`config.mk`:
```
export PLATFORM = sky130hd
export DESIGN_NAME = fpu_responder
export DESIGN_NICKNAME = d
export VERILOG_FILES = /design/src/rtl/fpu_responder.sv
export SDC_FILE = /design/constraint.sdc
export NUM_CORES = 2
export LEC_CHECK = 0
export BUFFER_PORTS_ARGS = -buffer_cell sky130_fd_sc_hd__buf_2
export CAP_MARGIN = 20
export CORE_AREA = 2 2 326 328
export DETAILED_ROUTE_END_ITERATION = 10
export DIE_AREA = 0 0 328 330
export HOLD_SLACK_MARGIN = 0.06
export MAX_ROUTING_LAYER = met4
export PLACE_DENSITY = 0.63
export SYNTH_ARGS = -nofsm -noshare
export SYNTH_HDL_FRONTEND = slang
export SYNTH_SLANG_ARGS = --single-unit
export TNS_END_PERCENT = 50
```
`constraint.sdc`:
```
create_clock -name clk -period 17.8 [get_ports clk]
set_input_delay 3.56 -clock clk [delete_from_list [all_inputs] [get_ports clk]]
set_output_delay 3.56 -clock clk [all_outputs]
set_load 0.03 [all_outputs]
```
`src/rtl/fpu_responder.sv`:
```
// fpu_responder: single-precision FPU responder. Requests are unpacked, computed and
// normalized in three pipeline stages; fpuout/fflags/fpu_done update three edges after acceptance.
module fpu_responder #(
  parameter logic [31:0] CANON_NAN  = 32'h7FC00000,
  parameter bit          ENABLE_MUL = 1'b1
) (
  input  logic        clk,
  input  logic        reset,
  input  logic [31:0] fpu1in,
  input  logic [31:0] fpu2in,
  input  logic [4:0]  fpuen,
  output logic [31:0] fpuout,
  output logic        fpu_done,
  output logic [4:0]  fflags
);

  localparam logic [4:0] OP_ADD = 5'h01, OP_SUB = 5'h02, OP_MUL = 5'h03;
  localparam logic [4:0] OP_MIN = 5'h04, OP_MAX = 5'h05;
  localparam logic [4:0] OP_EQ  = 5'h06, OP_LT  = 5'h07, OP_LE  = 5'h08;
  localparam logic [4:0] OP_NEG = 5'h09, OP_ABS = 5'h0A;

  // Stage 1: capture the request with denormal operands flushed to signed zero
  logic        s1_valid_d, s1_valid_q;
  logic [4:0]  s1_op_d, s1_op_q;
  logic [31:0] s1_a_d, s1_a_q, s1_b_d, s1_b_q;

  always_comb begin
    s1_valid_d = (fpuen != 5'd0);
    s1_op_d    = fpuen;
    s1_a_d     = (fpu1in[30:23] == 8'd0) ? {fpu1in[31], 31'd0} : fpu1in;
    s1_b_d     = (fpu2in[30:23] == 8'd0) ? {fpu2in[31], 31'd0} : fpu2in;
  end

  // Operand classification, alignment, add/sub, multiply and compare datapath
  logic        a_sign, b_sign, b_sign_eff, eff_sub, a_big;
  logic [7:0]  a_exp, b_exp, exp_big, exp_diff;
  logic [30:0] a_mag, b_mag;
  logic        a_nan, b_nan, a_snan, b_snan, a_inf, b_inf, a_zero, b_zero;
  logic        any_nan, any_snan, both_zero;
  logic [23:0] man_a, man_b, man_big, man_small;
  logic [95:0] shifted;
  logic [47:0] small_al, prod;
  logic        sticky, add_sign;
  logic [48:0] sum;
  logic        a_lt_b, b_lt_a, a_eq_b, pick_a_min, pick_a_max;

  always_comb begin
    a_sign     = s1_a_q[31];
    b_sign     = s1_b_q[31];
    a_exp      = s1_a_q[30:23];
    b_exp      = s1_b_q[30:23];
    a_mag      = s1_a_q[30:0];
    b_mag      = s1_b_q[30:0];
    a_nan      = (a_exp == 8'hFF) && (s1_a_q[22:0] != 23'd0);
    b_nan      = (b_exp == 8'hFF) && (s1_b_q[22:0] != 23'd0);
    a_snan     = a_nan && !s1_a_q[22];
    b_snan     = b_nan && !s1_b_q[22];
    a_inf      = (a_exp == 8'hFF) && (s1_a_q[22:0] == 23'd0);
    b_inf      = (b_exp == 8'hFF) && (s1_b_q[22:0] == 23'd0);
    a_zero     = (a_exp == 8'd0);
    b_zero     = (b_exp == 8'd0);
    any_nan    = a_nan || b_nan;
    any_snan   = a_snan || b_snan;
    both_zero  = a_zero && b_zero;
    man_a      = a_zero ? 24'd0 : {1'b1, s1_a_q[22:0]};
    man_b      = b_zero ? 24'd0 : {1'b1, s1_b_q[22:0]};

    b_sign_eff = b_sign ^ (s1_op_q == OP_SUB);
    eff_sub    = a_sign ^ b_sign_eff;
    a_big      = (a_mag >= b_mag);
    exp_big    = a_big ? a_exp : b_exp;
    exp_diff   = a_big ? (a_exp - b_exp) : (b_exp - a_exp);
    man_big    = a_big ? man_a : man_b;
    man_small  = a_big ? man_b : man_a;
    shifted    = {man_small, 72'd0} >> exp_diff;
    small_al   = shifted[95:48];
    sticky     = (shifted[47:0] != 48'd0) || ((exp_diff > 8'd71) && (man_small != 24'd0));
    // Subtracting the sticky bit makes plain truncation of the difference land on the RTZ value
    if (eff_sub)
      sum = {1'b0, man_big, 24'd0} - {1'b0, small_al} - {48'd0, sticky};
    else
      sum = {1'b0, man_big, 24'd0} + {1'b0, small_al};
    if (sum == 49'd0)
      add_sign = a_sign & b_sign_eff;
    else
      add_sign = a_big ? a_sign : b_sign_eff;

    prod = {24'd0, man_a} * {24'd0, man_b};

    a_eq_b = (s1_a_q == s1_b_q) || both_zero;
    if (a_sign != b_sign) begin
      a_lt_b = a_sign & ~both_zero;
      b_lt_a = b_sign & ~both_zero;
    end else if (!a_sign) begin
      a_lt_b = a_mag < b_mag;
      b_lt_a = b_mag < a_mag;
    end else begin
      a_lt_b = a_mag > b_mag;
      b_lt_a = b_mag > a_mag;
    end
    pick_a_min = a_lt_b || (both_zero && a_sign);
    pick_a_max = b_lt_a || (both_zero && !a_sign);
  end

  // Stage 2: either a finished special result or an unnormalized sign/exponent/mantissa
  logic        s2_valid_d, s2_valid_q, s2_special_d, s2_special_q;
  logic [31:0] s2_result_d, s2_result_q;
  logic [4:0]  s2_flags_d, s2_flags_q;
  logic        s2_sign_d, s2_sign_q;
  logic [11:0] s2_exp_d, s2_exp_q;
  logic [48:0] s2_man_d, s2_man_q;

  always_comb begin
    s2_valid_d   = s1_valid_q;
    s2_special_d = 1'b1;
    s2_result_d  = 32'd0;
    s2_flags_d   = 5'd0;
    s2_sign_d    = 1'b0;
    s2_exp_d     = 12'd0;
    s2_man_d     = 49'd0;
    case (s1_op_q)
      OP_ADD, OP_SUB: begin
        if (any_nan) begin
          s2_result_d   = CANON_NAN;
          s2_flags_d[4] = any_snan;
        end else if (a_inf && b_inf && eff_sub) begin
          s2_result_d   = CANON_NAN;
          s2_flags_d[4] = 1'b1;
        end else if (a_inf) begin
          s2_result_d = {a_sign, 8'hFF, 23'd0};
        end else if (b_inf) begin
          s2_result_d = {b_sign_eff, 8'hFF, 23'd0};
        end else begin
          s2_special_d  = 1'b0;
          s2_sign_d     = add_sign;
          s2_exp_d      = {4'd0, exp_big};
          s2_man_d      = sum;
          s2_flags_d[0] = sticky;
        end
      end
      OP_MUL: begin
        if (!ENABLE_MUL) begin
          s2_flags_d[4] = 1'b1;
        end else if (any_nan) begin
          s2_result_d   = CANON_NAN;
          s2_flags_d[4] = any_snan;
        end else if ((a_inf && b_zero) || (b_inf && a_zero)) begin
          s2_result_d   = CANON_NAN;
          s2_flags_d[4] = 1'b1;
        end else if (a_inf || b_inf) begin
          s2_result_d = {a_sign ^ b_sign, 8'hFF, 23'd0};
        end else begin
          s2_special_d = 1'b0;
          s2_sign_d    = a_sign ^ b_sign;
          s2_exp_d     = {4'd0, a_exp} + {4'd0, b_exp} - 12'd126;
          s2_man_d     = {1'b0, prod};
        end
      end
      OP_MIN, OP_MAX: begin
        s2_flags_d[4] = any_snan;
        if (a_nan && b_nan)
          s2_result_d = CANON_NAN;
        else if (a_nan)
          s2_result_d = s1_b_q;
        else if (b_nan)
          s2_result_d = s1_a_q;
        else if ((s1_op_q == OP_MIN) ? pick_a_min : pick_a_max)
          s2_result_d = s1_a_q;
        else
          s2_result_d = s1_b_q;
      end
      OP_EQ: begin
        s2_result_d   = {31'd0, ~any_nan & a_eq_b};
        s2_flags_d[4] = any_snan;
      end
      OP_LT: begin
        s2_result_d   = {31'd0, ~any_nan & a_lt_b};
        s2_flags_d[4] = any_nan;
      end
      OP_LE: begin
        s2_result_d   = {31'd0, ~any_nan & (a_lt_b | a_eq_b)};
        s2_flags_d[4] = any_nan;
      end
      OP_NEG: s2_result_d = a_nan ? CANON_NAN : {~a_sign, s1_a_q[30:0]};
      OP_ABS: s2_result_d = a_nan ? CANON_NAN : {1'b0, s1_a_q[30:0]};
      default: s2_flags_d[4] = 1'b1;
    endcase
  end

  // Stage 3: normalize, truncate and apply overflow/underflow clamping
  logic        s3_valid_d, s3_valid_q;
  logic [31:0] s3_result_d, s3_result_q;
  logic [4:0]  s3_flags_d, s3_flags_q;
  logic [5:0]  lead;
  logic [47:0] norm;
  logic [11:0] exp_n;
  logic        nx;

  always_comb begin
    lead = 6'd0;
    for (int i = 0; i < 49; i++)
      if (s2_man_q[i]) lead = 6'(i);
    norm  = 48'(s2_man_q << (6'd48 - lead));
    exp_n = s2_exp_q - 12'd47 + {6'd0, lead};
    nx    = s2_flags_q[0] | (norm[24:0] != 25'd0);

    s3_valid_d  = s2_valid_q;
    s3_result_d = s2_result_q;
    s3_flags_d  = s2_flags_q;
    if (!s2_special_q) begin
      if (s2_man_q == 49'd0) begin
        s3_result_d = {s2_sign_q, 31'd0};
      end else if ($signed(exp_n) >= $signed(12'd255)) begin
        s3_result_d = {s2_sign_q, 31'h7F7FFFFF};
        s3_flags_d  = 5'b00101;
      end else if ($signed(exp_n) <= $signed(12'd0)) begin
        s3_result_d = {s2_sign_q, 31'd0};
        s3_flags_d  = 5'b00011;
      end else begin
        s3_result_d = {s2_sign_q, exp_n[7:0], norm[47:25]};
        s3_flags_d  = {4'd0, nx};
      end
    end
  end

  logic [31:0] fpuout_d, fpuout_q;
  logic [4:0]  fflags_d, fflags_q;
  logic        fpu_done_d, fpu_done_q;

  always_comb begin
    fpu_done_d = s3_valid_q;
    fpuout_d   = s3_valid_q ? s3_result_q : fpuout_q;
    fflags_d   = s3_valid_q ? s3_flags_q : fflags_q;
  end

  always_ff @(posedge clk or negedge reset) begin
    if (!reset) begin
      s1_valid_q   <= 1'b0;
      s1_op_q      <= 5'd0;
      s1_a_q       <= 32'd0;
      s1_b_q       <= 32'd0;
      s2_valid_q   <= 1'b0;
      s2_special_q <= 1'b0;
      s2_result_q  <= 32'd0;
      s2_flags_q   <= 5'd0;
      s2_sign_q    <= 1'b0;
      s2_exp_q     <= 12'd0;
      s2_man_q     <= 49'd0;
      s3_valid_q   <= 1'b0;
      s3_result_q  <= 32'd0;
      s3_flags_q   <= 5'd0;
      fpuout_q     <= 32'd0;
      fflags_q     <= 5'd0;
      fpu_done_q   <= 1'b0;
    end else begin
      s1_valid_q   <= s1_valid_d;
      s1_op_q      <= s1_op_d;
      s1_a_q       <= s1_a_d;
      s1_b_q       <= s1_b_d;
      s2_valid_q   <= s2_valid_d;
      s2_special_q <= s2_special_d;
      s2_result_q  <= s2_result_d;
      s2_flags_q   <= s2_flags_d;
      s2_sign_q    <= s2_sign_d;
      s2_exp_q     <= s2_exp_d;
      s2_man_q     <= s2_man_d;
      s3_valid_q   <= s3_valid_d;
      s3_result_q  <= s3_result_d;
      s3_flags_q   <= s3_flags_d;
      fpuout_q     <= fpuout_d;
      fflags_q     <= fflags_d;
      fpu_done_q   <= fpu_done_d;
    end
  end

  assign fpuout   = fpuout_q;
  assign fflags   = fflags_q;
  assign fpu_done = fpu_done_q;

endmodule

```
==> impl_metrics.xml <==
<?xml version="1.0" encoding="UTF-8"?>
<metrics>
  <group name="critical_path">
    <metric name="setup.reg_to_reg.worst_slack" unit="ns">5.78</metric>
    <metric name="critical_path.max_stage_delay" unit="ns">0.65</metric>
    <metric name="slowest_stage" unit="">sky130_fd_sc_hd__a31o_1</metric>
    <metric name="worst_setup_path_endpoint" unit="">s2_sign_q$_DFF_PN0_</metric>
    <metric name="worst_r2r_path_depth" unit="">43</metric>
    <metric name="critPathLaunch" unit="">s1_a_q[1]$_DFF_PN0_</metric>
    <metric name="cpMostUsedCell" unit="">sky130_fd_sc_hd__ha_1</metric>
    <metric name="end_kind" unit="">flop</metric>
    <metric name="crit-reg2reg-capture" unit="">s2_sign_q$_DFF_PN0_</metric>
    <metric name="reg2reg_from" unit="">s1_a_q[1]$_DFF_PN0_</metric>
    <metric name="cp_data_required_time" unit="ns">18.33</metric>
    <metric name="timing.critical_path.fanout_max" unit="">40</metric>
    <metric name="critPathLaunchType" unit="">flop</metric>
    <metric name="worst-setup-path-type" unit="">flop to flop</metric>
    <metric name="cp_data_arrival_time" unit="ns">12.55</metric>
  </group>
  <group name="die">
    <metric name="initial_core_util" unit="%">39.7</metric>
    <metric name="floorplan.io_pins" unit="">109</metric>
    <metric name="die_width" unit="um">328</metric>
    <metric name="chipHeight" unit="um">330</metric>
    <metric name="placementRows" unit="">119</metric>
    <metric name="dieArea" unit="um2">108000</metric>
    <metric name="core_region_area" unit="um2">105000</metric>
  </group>
  <group name="timing">
    <metric name="final-setup-viol-count" unit="">0</metric>
    <metric name="worst-slew-pin-transition" unit="ns">1.18</metric>
    <metric name="slew_violations" unit="">0</metric>
    <metric name="rsz_0062_raised_after_global_routing" unit="">false</metric>
    <metric name="whs" unit="ns">0.347</metric>
    <metric name="fin_crit" unit="ns">12.02</metric>
    <metric name="timing.final.hold_violations" unit="">0</metric>
    <metric name="post-route-period-util" unit="%">67.5</metric>
    <metric name="maxClockFrequency" unit="MHz">83.2</metric>
    <metric name="timing.setup.tns" unit="ns">0</metric>
    <metric name="maxSlewHeadroom" unit="%">21.0</metric>
    <metric name="clock-skew-final" unit="ns">0.0441</metric>
  </group>
  <group name="run">
    <metric name="timing.max_cap.violations" unit="">0</metric>
  </group>
  <group name="routing">
    <metric name="routed-wl-met3" unit="um">15100</metric>
    <metric name="drcViolationCount" unit="">0</metric>
    <metric name="routed.top_layer" unit="">met4</metric>
    <metric name="route.met2.wl" unit="um">72500</metric>
    <metric name="post_drt_via_cell_ratio" unit="">5.97</metric>
    <metric name="firstDrtPassIters" unit="">6</metric>
    <metric name="num_vias" unit="">37816</metric>
    <metric name="routed_wire_length_per_instance" unit="um">26.6</metric>
    <metric name="route.antenna.remaining_nets" unit="">0</metric>
    <metric name="routed_wirelength" unit="um">168000</metric>
    <metric name="drt_first_iter_violations" unit="">4088</metric>
    <metric name="routedLengthMet1" unit="um">71100</metric>
  </group>
  <group name="clock_network">
    <metric name="cts_hold_buffers" unit="">0</metric>
    <metric name="root_buffer" unit="">sky130_fd_sc_hd__clkbuf_16</metric>
    <metric name="cts_resized" unit="">0</metric>
    <metric name="cts_tree" unit="">built</metric>
    <metric name="clk_transition_reported_paths" unit="ns">0.06</metric>
    <metric name="cts.path.max_buffers" unit="">3</metric>
    <metric name="clk_latency_worst_skew_pair" unit="ns">0.66</metric>
    <metric name="cts_max_level" unit="">1</metric>
    <metric name="tritoncts_num_sinks" unit="">240</metric>
    <metric name="cts_inserted_buffers" unit="">29</metric>
    <metric name="postCtsSetupBuffers" unit="">0</metric>
  </group>
  <group name="logic_synthesis">
    <metric name="post-synth-top-area-cell" unit="">sky130_fd_sc_hd__fa_1</metric>
    <metric name="synth_top_cell_area_share" unit="%">23.4</metric>
    <metric name="post_synth_simple_gate_area" unit="%">18.4</metric>
    <metric name="synth.net_count" unit="">5891</metric>
    <metric name="synth_top_family_by_area" unit="">adder cells</metric>
    <metric name="muxShareOfSynthArea" unit="%">6.50</metric>
    <metric name="commonest_register_cell_after_synthesis" unit="">sky130_fd_sc_hd__dfrtp_1</metric>
    <metric name="ys_top_cells_by_area" unit="">sky130_fd_sc_hd__fa_1 23%, sky130_fd_sc_hd__dfrtp_1 14%, sky130_fd_sc_hd__ha_1 10%, sky130_fd_sc_hd__inv_1 6.3%, sky130_fd_sc_hd__nand2_1 5.6%</metric>
    <metric name="synth_adder_area_share" unit="%">33.7</metric>
    <metric name="async_set_reset_flop_share_out_of_synthesis" unit="%">100</metric>
    <metric name="synth-edff-count" unit="">0</metric>
    <metric name="ys_seq_area_share" unit="%">14.4</metric>
    <metric name="post_synth_instance_area" unit="um2">41600</metric>
    <metric name="yosys_warnings" unit="">0</metric>
    <metric name="synthesis.area_per_instance" unit="um2">8.33</metric>
    <metric name="synthesized_area_fraction_occupied_by_xor_and_xnor_cells" unit="%">2.51</metric>
    <metric name="synth_compound_area_share" unit="%">15.1</metric>
    <metric name="netlist_instances" unit="">4993</metric>
    <metric name="synth_seq_cells" unit="">240</metric>
    <metric name="synth.lib_cells_used.distinct" unit="">99</metric>
  </group>
  <group name="status">
    <metric name="run_status" unit="">finished, final reports clean</metric>
  </group>
  <group name="finish">
    <metric name="fill_cells" unit="">10608</metric>
    <metric name="fraction_of_layout_cells_with_a_size_suffix_above_1" unit="%">8.53</metric>
    <metric name="finalCoreUtilization" unit="%">42.5</metric>
    <metric name="most_frequent_standard_cell_in_the_layout_excluding_fill_and_tap_cells" unit="">sky130_fd_sc_hd__inv_1</metric>
    <metric name="area_delta_synth_final" unit="%">6.87</metric>
    <metric name="final_net_count" unit="">5815</metric>
    <metric name="fin_area" unit="um2">44500</metric>
    <metric name="final_cell_mix" unit="">695 x sky130_fd_sc_hd__inv_1, 613 x sky130_fd_sc_hd__nand2_1, 487 x sky130_fd_sc_hd__fa_1</metric>
  </group>
  <group name="global_route">
    <metric name="globalRouteOverflowTotal" unit="">0</metric>
    <metric name="grt_antenna_before_repair" unit="">10</metric>
    <metric name="vias_in_the_first_global_route" unit="">37350</metric>
    <metric name="grt_pass1_wl" unit="um">249000</metric>
    <metric name="grt_max_degree" unit="">72</metric>
    <metric name="globalRouteTotalUtil" unit="%">31.9</metric>
  </group>
  <group name="placed_design">
    <metric name="post_dp_cell_area" unit="um2">43500</metric>
    <metric name="dp_hpwl" unit="um">132000</metric>
    <metric name="port-buffer-count" unit="">107</metric>
    <metric name="gp_congestion" unit="">1.03</metric>
  </group>
  <group name="hold_path">
    <metric name="min-delay-path-class" unit="">flop to flop</metric>
    <metric name="timing.hold.worst_path_depth" unit="">0</metric>
  </group>
</metrics>
cell families (layout without fill, tap and decap cells):
kind of cell | after synthesis | count (layout)
adders and majority gates | 827 | 827
AOI/OAI and AO/OA | 942 | 942
muxes | 222 | 222
buffers and inverters | 1032 | 974
and+or+nand+nor | 1610 | 1610
DFF | 240 | 240
other | 1 | 5
xor gates and xnor gates | 119 | 119
synth_stat cells, types with 12 or more instances:
cell and instances:
sky130_fd_sc_hd__a221o_1 30, sky130_fd_sc_hd__xor2_1 45, sky130_fd_sc_hd__xnor2_1 74, sky130_fd_sc_hd__clkbuf_1 285, sky130_fd_sc_hd__o21ai_0 178, sky130_fd_sc_hd__or2_2 16, sky130_fd_sc_hd__o211ai_1 37, sky130_fd_sc_hd__buf_2 12
sky130_fd_sc_hd__and2_1 126, sky130_fd_sc_hd__mux4_2 33, sky130_fd_sc_hd__nor2_1 323, sky130_fd_sc_hd__a31oi_1 29, sky130_fd_sc_hd__a21oi_1 242, sky130_fd_sc_hd__nand2b_1 33, sky130_fd_sc_hd__nand2_1 616, sky130_fd_sc_hd__a211o_1 12
sky130_fd_sc_hd__a22o_1 34, sky130_fd_sc_hd__buf_1 24, sky130_fd_sc_hd__o31ai_1 18, sky130_fd_sc_hd__nor2b_1 23, sky130_fd_sc_hd__nor3_1 88, sky130_fd_sc_hd__o22ai_1 49, sky130_fd_sc_hd__o21a_1 26, sky130_fd_sc_hd__nand3_1 134
sky130_fd_sc_hd__o21bai_1 41, sky130_fd_sc_hd__nor4_1 39, sky130_fd_sc_hd__ha_1 340, sky130_fd_sc_hd__inv_1 695, sky130_fd_sc_hd__mux2_2 56, sky130_fd_sc_hd__dfrtp_1 240, sky130_fd_sc_hd__mux2i_1 133, sky130_fd_sc_hd__nand4_1 39
sky130_fd_sc_hd__and3_1 95, sky130_fd_sc_hd__a211oi_1 41, sky130_fd_sc_hd__or3_1 22, sky130_fd_sc_hd__a21o_1 62, sky130_fd_sc_hd__fa_1 487
worst min-delay path by stage:
stage | slack [ns] | endpoint | from
final | 0.35 | s2_valid_q$_DFF_PN0_ | s1_valid_q$_DFF_PN0_
after global routing | 0.37 | s2_valid_q$_DFF_PN0_ | s1_valid_q$_DFF_PN0_
after CTS | 0.35 | s2_valid_q$_DFF_PN0_ | s1_valid_q$_DFF_PN0_
after detailed placement | 0.34 | s2_valid_q$_DFF_PN0_ | s1_valid_q$_DFF_PN0_
after global placement | 0.33 | fpu_done_d$_DFF_PN0_ | s2_valid_q$_DFF_PN0_
after floorplan | 0.33 | fpu_done_d$_DFF_PN0_ | s2_valid_q$_DFF_PN0_
critical path: cells and delay by family, from the launching register on:
| family | cells | cell delay (ns) |
|---|---|---|
| adder cells (fa/ha/maj) | 4 | 1.06 |
| multiplexers | 3 | 0.80 |
| XOR/XNOR | 1 | 0.12 |
| flip-flops | 1 | 0.33 |
| AND/OR/NAND/NOR | 14 | 3.30 |
| AO/OA/AOI/OAI | 17 | 4.93 |
| buffers and inverters | 4 | 1.31 |
layout make-up:
| cell class | instances | area (um2) | area share, % |
|---|---|---|---|
| clock buffers | 39 | 803 | 1.81 |
| inverters | 704 | 2640 | 5.94 |
| repair buffers | 221 | 1430 | 3.21 |
| multi-input cells | 3721 | 31800 | 71.4 |
| well taps | 1391 | 1740 | 3.91 |
| diodes | 4 | 10.0 | 0.0225 |
| flip-flops and latches | 240 | 6010 | 13.5 |
| clock inverters | 10 | 76.3 | 0.172 |
flip-flops by register name, summed over array words and instances (netlist names), 2 cells and up:
name and cells:
fpuout 32, s2_flags_q 2, s1_op_q 5, s3_result_q 32
s2_exp_q 10, s1_a_q 32, s1_b_q 32, s2_result_q 32
s3_flags_q 4, s2_man_q 49, fflags 4
per-layer routing:
metal	global-route usage, %	up-vias
li1	-	16553
met1	43.0	18892
met2	47.5	1961
met3	4.83	410
met4	14.2	0
met5	-	-
stage by stage:
stage               cells  setup slack, ns
global route         6328             5.04
detailed placement   6275             6.26
CTS                  6324             6.18
finish               6330             5.78
floorplan            4993             8.35
global placement     6274             6.43
Power is not shown: default switching activity piles up to over one toggle a cycle in this logic, so the estimate is an artifact.
